===== src/rtl/frame_diff_pkg.sv =====
// Shared types and constants for the frame-difference front end:
// FSM state encoding, default geometry, address-width derivation and
// the power-on difference threshold.
package frame_diff_pkg;

    typedef enum logic [1:0] {
        IDLE,
        ARM,
        FILL,
        RUN
    } state_t;

    localparam int DEF_HDISP     = 640;
    localparam int DEF_VDISP     = 480;
    localparam int DEF_FRAME_PIX = DEF_HDISP * DEF_VDISP;

    localparam logic [7:0] DEF_THRESHOLD = 8'd60;

    // Pixels in one frame.
    function automatic int frame_pix(input int hdisp, input int vdisp);
        return hdisp * vdisp;
    endfunction

    // Smallest per-bank address width able to hold npix pixels.
    function automatic int pix_addr_w(input int npix);
        return (npix <= 2) ? 1 : $clog2(npix);
    endfunction

    localparam int PIX_ADDR_W = pix_addr_w(DEF_FRAME_PIX);

endpackage


===== src/rtl/sig_delay_line.sv =====
// Fixed-depth shift register used to realign timing/pixel signals with
// the memory read return. The whole line clears on reset so delayed
// outputs read as zero until real data has propagated through.
module sig_delay_line #(
    parameter int WIDTH = 1,
    parameter int DEPTH = 1
) (
    input  logic             clk,
    input  logic             rst,
    input  logic [WIDTH-1:0] din,
    output logic [WIDTH-1:0] dout
);

    logic [WIDTH-1:0] pipe_p [DEPTH];

    // Shift din one stage per clock; clear every stage on reset.
    always_ff @(posedge clk) begin
        if (rst) begin
            for (int i = 0; i < DEPTH; i++) begin
                pipe_p[i] <= '0;
            end
        end else begin
            pipe_p[0] <= din;
            for (int i = 1; i < DEPTH; i++) begin
                pipe_p[i] <= pipe_p[i-1];
            end
        end
    end

    assign dout = pipe_p[DEPTH-1];

endmodule


===== src/rtl/frame_store_sched.sv =====
// Two-bank frame store sequencer. Each captured frame is written to
// wr_bank while the previous good frame is read from the other bank at
// the same pixel address; the read data is realigned with the current
// pixel so the difference stage sees both lumas in the same cycle.
module frame_store_sched
    import frame_diff_pkg::*;
#(
    parameter int IMG_HDISP = DEF_HDISP,
    parameter int IMG_VDISP = DEF_VDISP,
    parameter int ADDR_W    = PIX_ADDR_W,
    parameter int RD_LAT    = 2
) (
    input  logic              sys_clk,
    input  logic              sys_rst,
    input  logic              ctrl_en,
    input  logic              clear_prev,
    input  logic [7:0]        threshold_in,
    input  logic              per_frame_vsync,
    input  logic              per_frame_href,
    input  logic              per_frame_clken,
    input  logic [7:0]        per_img_Y,
    output logic              mem_wr_en,
    output logic [ADDR_W:0]   mem_wr_addr,
    output logic [7:0]        mem_wr_data,
    output logic              mem_rd_en,
    output logic [ADDR_W:0]   mem_rd_addr,
    input  logic [7:0]        mem_rd_data,
    output logic              post_frame_vsync,
    output logic              post_frame_href,
    output logic              post_frame_clken,
    output logic [7:0]        post_img_Y,
    output logic [7:0]        post_img_Y_pre,
    output logic              diff_en,
    output logic [7:0]        diff_threshold,
    output logic              frame_err,
    output logic [15:0]       frame_cnt
);

    localparam int FRAME_PIX = frame_pix(IMG_HDISP, IMG_VDISP);
    // One extra bit so the counter can hold FRAME_PIX itself even when
    // FRAME_PIX == 2**ADDR_W.
    localparam int CNT_W = ADDR_W + 1;
    localparam logic [CNT_W-1:0] FRAME_PIX_C = CNT_W'(FRAME_PIX);
    localparam int ALIGN_D = 1 + RD_LAT;
    localparam int BUS_W   = 12;

    state_t           state_q, state_d;
    logic             vsync_p0;
    logic             sof, eof;
    logic             start_frame, eof_good, eof_bad;
    logic             wr_bank, prev_valid, ovf;
    logic [CNT_W-1:0] pix_cnt;
    logic             capturing, pix_hit, cnt_full, accept;
    logic             rd_vld_p0, rd_vld_pd;
    logic [BUS_W-1:0] bus_p0, bus_pd;

    // SOF needs vsync high and EOF needs vsync low in the same cycle,
    // so the two edge strobes can never fire together.
    assign sof = per_frame_vsync & ~vsync_p0;
    assign eof = ~per_frame_vsync & vsync_p0;

    assign capturing = (state_q == FILL) || (state_q == RUN);
    assign pix_hit   = per_frame_href & per_frame_clken & capturing;
    assign cnt_full  = (pix_cnt == FRAME_PIX_C);
    // Accepts beyond a full frame are dropped so addresses never wrap.
    assign accept    = pix_hit & ~cnt_full;
    // A clear in this very cycle already suppresses this pixel's read.
    assign rd_vld_p0 = accept & (state_q == RUN) & prev_valid & ~clear_prev;

    // Next-state and frame-boundary decisions.
    always_comb begin
        state_d     = state_q;
        start_frame = 1'b0;
        eof_good    = 1'b0;
        eof_bad     = 1'b0;
        case (state_q)
            IDLE: begin
                if (!per_frame_vsync) state_d = ARM;
            end
            ARM: begin
                if (sof && ctrl_en) begin
                    start_frame = 1'b1;
                    state_d     = prev_valid ? RUN : FILL;
                end
            end
            FILL, RUN: begin
                if (eof) begin
                    state_d = ARM;
                    if (cnt_full && !ovf) eof_good = 1'b1;
                    else                  eof_bad  = 1'b1;
                end
            end
            default: state_d = IDLE;
        endcase
    end

    // Control state: FSM, edge history, pixel counter, bank and validity.
    always_ff @(posedge sys_clk) begin
        if (sys_rst) begin
            state_q        <= IDLE;
            vsync_p0       <= 1'b0;
            wr_bank        <= 1'b0;
            prev_valid     <= 1'b0;
            pix_cnt        <= '0;
            ovf            <= 1'b0;
            diff_threshold <= DEF_THRESHOLD;
            frame_cnt      <= '0;
            frame_err      <= 1'b0;
        end else begin
            state_q   <= state_d;
            vsync_p0  <= per_frame_vsync;
            frame_err <= eof_bad;
            if (start_frame) begin
                pix_cnt        <= '0;
                ovf            <= 1'b0;
                diff_threshold <= threshold_in;
            end else begin
                if (accept)              pix_cnt <= pix_cnt + CNT_W'(1);
                if (pix_hit && cnt_full) ovf     <= 1'b1;
            end
            if (eof_good) begin
                wr_bank   <= ~wr_bank;
                frame_cnt <= frame_cnt + 16'd1;
            end
            if (clear_prev)    prev_valid <= 1'b0;
            else if (eof_good) prev_valid <= 1'b1;
        end
    end

    // Memory requests, one cycle after the accept; read and write share
    // the pixel address but always target opposite banks.
    always_ff @(posedge sys_clk) begin
        if (sys_rst) begin
            mem_wr_en   <= 1'b0;
            mem_wr_addr <= '0;
            mem_wr_data <= '0;
            mem_rd_en   <= 1'b0;
            mem_rd_addr <= '0;
        end else begin
            mem_wr_en   <= accept;
            mem_wr_addr <= {wr_bank, pix_cnt[ADDR_W-1:0]};
            mem_wr_data <= per_img_Y;
            mem_rd_en   <= rd_vld_p0;
            mem_rd_addr <= {~wr_bank, pix_cnt[ADDR_W-1:0]};
        end
    end

    assign bus_p0 = {per_frame_vsync, per_frame_href, per_frame_clken, per_img_Y, rd_vld_p0};

    sig_delay_line #(
        .WIDTH (BUS_W),
        .DEPTH (ALIGN_D)
    ) u_align (
        .clk  (sys_clk),
        .rst  (sys_rst),
        .din  (bus_p0),
        .dout (bus_pd)
    );

    assign {post_frame_vsync, post_frame_href, post_frame_clken, post_img_Y, rd_vld_pd} = bus_pd;
    assign diff_en        = rd_vld_pd;
    assign post_img_Y_pre = rd_vld_pd ? mem_rd_data : 8'd0;

endmodule


===== config.mk =====
export PLATFORM = sky130hd
export DESIGN_NAME = frame_store_sched
export DESIGN_NICKNAME = d
export VERILOG_FILES = /design/src/rtl/frame_diff_pkg.sv /design/src/rtl/sig_delay_line.sv /design/src/rtl/frame_store_sched.sv
export SDC_FILE = /design/constraint.sdc
export NUM_CORES = 1
export LEC_CHECK = 0
export ABC_AREA = 1
export BUFFER_PORTS_ARGS = -buffer_cell sky130_fd_sc_hd__buf_2
export CORE_MARGIN = 5
export CORE_UTILIZATION = 47
export DETAILED_ROUTE_END_ITERATION = 8
export PLACE_DENSITY = 0.85
export RECOVER_POWER = 50
export SYNTH_ARGS = -nofsm -noshare
export SYNTH_HDL_FRONTEND = slang
export SYNTH_SLANG_ARGS = --single-unit

===== constraint.sdc =====
create_clock -name sys_clk -period 1.5 [get_ports sys_clk]
set_input_delay 0.075 -clock sys_clk [delete_from_list [all_inputs] [get_ports sys_clk]]
set_output_delay 0.075 -clock sys_clk [all_outputs]
set_load 0.02 [all_outputs]

==> metrics.txt <==
outcome=complete, but fails checks; failing checks=negative setup slack; Max-Slew Margin vs Limit=69.5%; Hold Crit Start=ctrl_en; DRC=0; Layout area overhead=30.4%; multi-input logic area=1850 sq um; WS Path Type=reg2reg; total power=0.00506 W; die height=110 um; Iter 0 DRT Violations=382; FF-to-FF End=pix_cnt[8]$_SDFFE_PP0P_; clock latency on the worst-skew pair=390 ps; port bufs=125; Clock transition at path regs=130 ps; worst endpoint required time=1820 ps; Ports=126; drt wl/cell=12.8 um; TritonRoute pass-1 iters=6; CTS buffer count=9; CTS tree=done; CP Capture Point=pix_cnt[8]$_SDFFE_PP0P_; Detail Placement HPWL=8180 um; initial antenna violation count=0; die area=12200 sq um; Clock Sinks=108; Simple-Gate Fraction of Synth Area=30.3%; XOR/XNOR share of the synthesized area=1.66%; fin nets=856; Yosys top cell area share=45.6%; Avg Synthesized Cell Area=7.21 sq um; Synth Instances=657; Finished Layout Cells=960; Power Dens Cells=819 nW/um^2; share of layout cells above drive strength 1=21.4%; top_reg_cell synth=dfxtp_1; worst r2r src=pix_cnt[1]$_SDFFE_PP0P_; FF-to-FF setup slack=-80 ps; Hold Vio Cnt, Final=0; Setup crit start kind=register; worst setup slack after layout=-82.0 ps; RSZ-0062 raised after global routing=true; Synthesized Nets=691; post-synthesis mux area share=0%; largest family of logic cells by synthesized area=simple AND/OR/NAND/NOR gates; worst min-delay path class=in2reg; crit path DAT=1900 ps; critical path startpoint=pix_cnt[1]$_SDFFE_PP0P_; min cycle time layout=1580 ps; filler instances=877; most common cell in the netlist=nand2_1; DR vias=4490; gr usage total=19.4%; htree depth=3; Post-synth ARST share=0%; period utilisation layout=105%; post-synth top area cell=dfxtp_1; Adder-Cell Fraction of Synth Area=0.792%; vias per cell=4.68; Root Buffer=clkbuf_8; gpl congestion=0.915; Placed Instances=907; Reg area=2170 sq um; most frequent cells after synthesis=133 x nand2_1, 126 x nor2_1, 111 x inv_1; synth top area cells=dfxtp_1 46%, nand2_1 11%, nor2_1 10%, inv_1 8.8%, buf_4 5.7%; Final setup viols=38; worst slack, placed=-121 ps; Seq cells post-synth=108; Post-synth EDFFs=0; peak supply drop=0.605 mV; row cnt=36; CP endpoint kind=register; WL final=12300 um; r2r worst-path depth=12; MaxCap Viol Count=0; first-pass GRT wire length=20000 um; Synth Area in Compound Gates=3.88%; die extent in x=110 um; WHS=291 ps; Max Slew Vio Count=0; Leak=2.81 nW; GRT Residual Overflow=0; synthesized area=4740 sq um; Fmax achieved=632 MHz; Core Region=9820 sq um; Worst Skew=23.3 ps; CTS max path bufs=2; Initial Utilization=48.3%; measured slew at the worst slew-check pin=458 ps; Synth cell types=28; number of synthesis warnings=0; vias in the first global route=4292; largest net degree at the start of global routing=46; post-detailed-route count of antenna-violating nets=0; critical path peak fanout=9; Diodes inserted=0; sequential fraction of the synthesis area=45.6%
==> critical path, cell delays in order (launching register included) <==
cell and delay [ps]:
dfxtp_2 350, inv_2 80, ha_4 150, nand3_4 70
nor2_4 140, nand3_4 100, buf_4 160, nand2_8 80
inv_2 60, buf_6 130, nand3_1 70, nand2_1 60
nor2_1 80
==> repair_timing <==
action | CTS | global route
hold buffers | 23 | 0
cloned | 2 | 1
pin swaps | 11 | 17
setup buffers | 9 | 3
hold endpoints to repair | 24 | 0
gates resized for setup | 21 | 24
endpoints found under the setup margin | 28 | 39
==> cells in the final DEF (no fill, tap or decap), types with 2 or more instances in the layout <==
master         netlist  layout
o21ai_1              0       5
a21oi_1             21      20
dlygate4sd3_1        0      23
dfxtp_1            108     104
nor3_4               2       2
nor2_1             126     122
clkinv_8             0       3
buf_4               36      50
nand3_1             27      22
inv_2                4       8
buf_2                3      52
dfxtp_2              0       4
inv_1              111     107
nand2_1            133     129
nor3_1               5       4
nand2_2              1       4
nor4_1               2       2
buf_16               0       2
inv_8                0       2
xor2_1               9       9
nor2_2               3       5
clkbuf_1             9      74
o21ai_0             14       9
clkbuf_8             0       9
nand3_4              0       2
nand4_1             17      17
nor2_4               3       5
nand3_2              7      10
buf_6                7       4
buf_12               0       4
==> cell type report <==
| class | instances | area share [%] |
|---|---|---|
| flip-flops and latches | 108 | 35.1 |
| inverters | 116 | 7.07 |
| clock inverters | 7 | 1.44 |
| multi-input cells | 377 | 29.9 |
| well taps | 133 | 2.69 |
| repair buffers | 210 | 21.8 |
| clock buffers | 9 | 2.01 |
==> metal layers <==
| metal | track usage [%] | wire (um) | vias up |
|---|---|---|---|
| met3 | 4.32 | 780 | 20 |
| met2 | 32.6 | 5960 | 155 |
| li1 | - | - | 2275 |
| met4 | 6.32 | 225 | 0 |
| met5 | 0 | 0 | - |
| met1 | 24.7 | 5360 | 2040 |
==> power breakdown <==
group / internal (W) / total [W] / switching, W
logic: 0.000130 / 0.000313 / 0.000183
registers: 0.00292 / 0.00294 / 0.0000212
clock network: 0.000678 / 0.00181 / 0.00113
==> through the flow <==
| stage | utilization, % | area (sq um) | TNS (ps) |
|---|---|---|---|
| CTS | 62.9 | 6170 | -583 |
| floorplan | - | 4740 | 0 |
| detailed placement | 56.3 | 5530 | -1230 |
| finish | 62.9 | 6180 | -1780 |
| global route | 62.9 | 6180 | -4850 |
| global placement | 56.3 | 5530 | -10.1 |
==> sequential cells by signal (all words and copies together) (netlist names) <==
register,cells
frame_cnt,16
prev_valid,1
mem_wr_addr,20
ovf,1
mem_wr_data,7
pix_cnt,20
diff_threshold,8
mem_rd_addr,1
u_align.pipe_p,29
mem_wr_en,1
state_q,2
frame_err,1
wr_bank,1
==> kinds of logic after synthesis <==
family          Yosys count
compound gates           36
xor+xnor                  9
fa+ha+maj                 3
buf+inv                 172
flops                   108
simple gates            329
==> how the worst min path moves through the flow <==
stage | slack [ps] | depth (start not counted) | to
finish | 290 | 6 | diff_threshold[3]$_SDFFE_PP1P_
global route | 320 | 6 | diff_threshold[3]$_SDFFE_PP1P_
CTS | 280 | 6 | diff_threshold[3]$_SDFFE_PP1P_
detailed placement | 290 | 3 | u_align.pipe_p[0][8]$_SDFF_PP0_
global placement | 270 | 3 | mem_wr_data[3]$_SDFF_PP0_
floorplan | 180 | 2 | mem_wr_data[0]$_SDFF_PP0_
(Power assumes the default switching activity.)
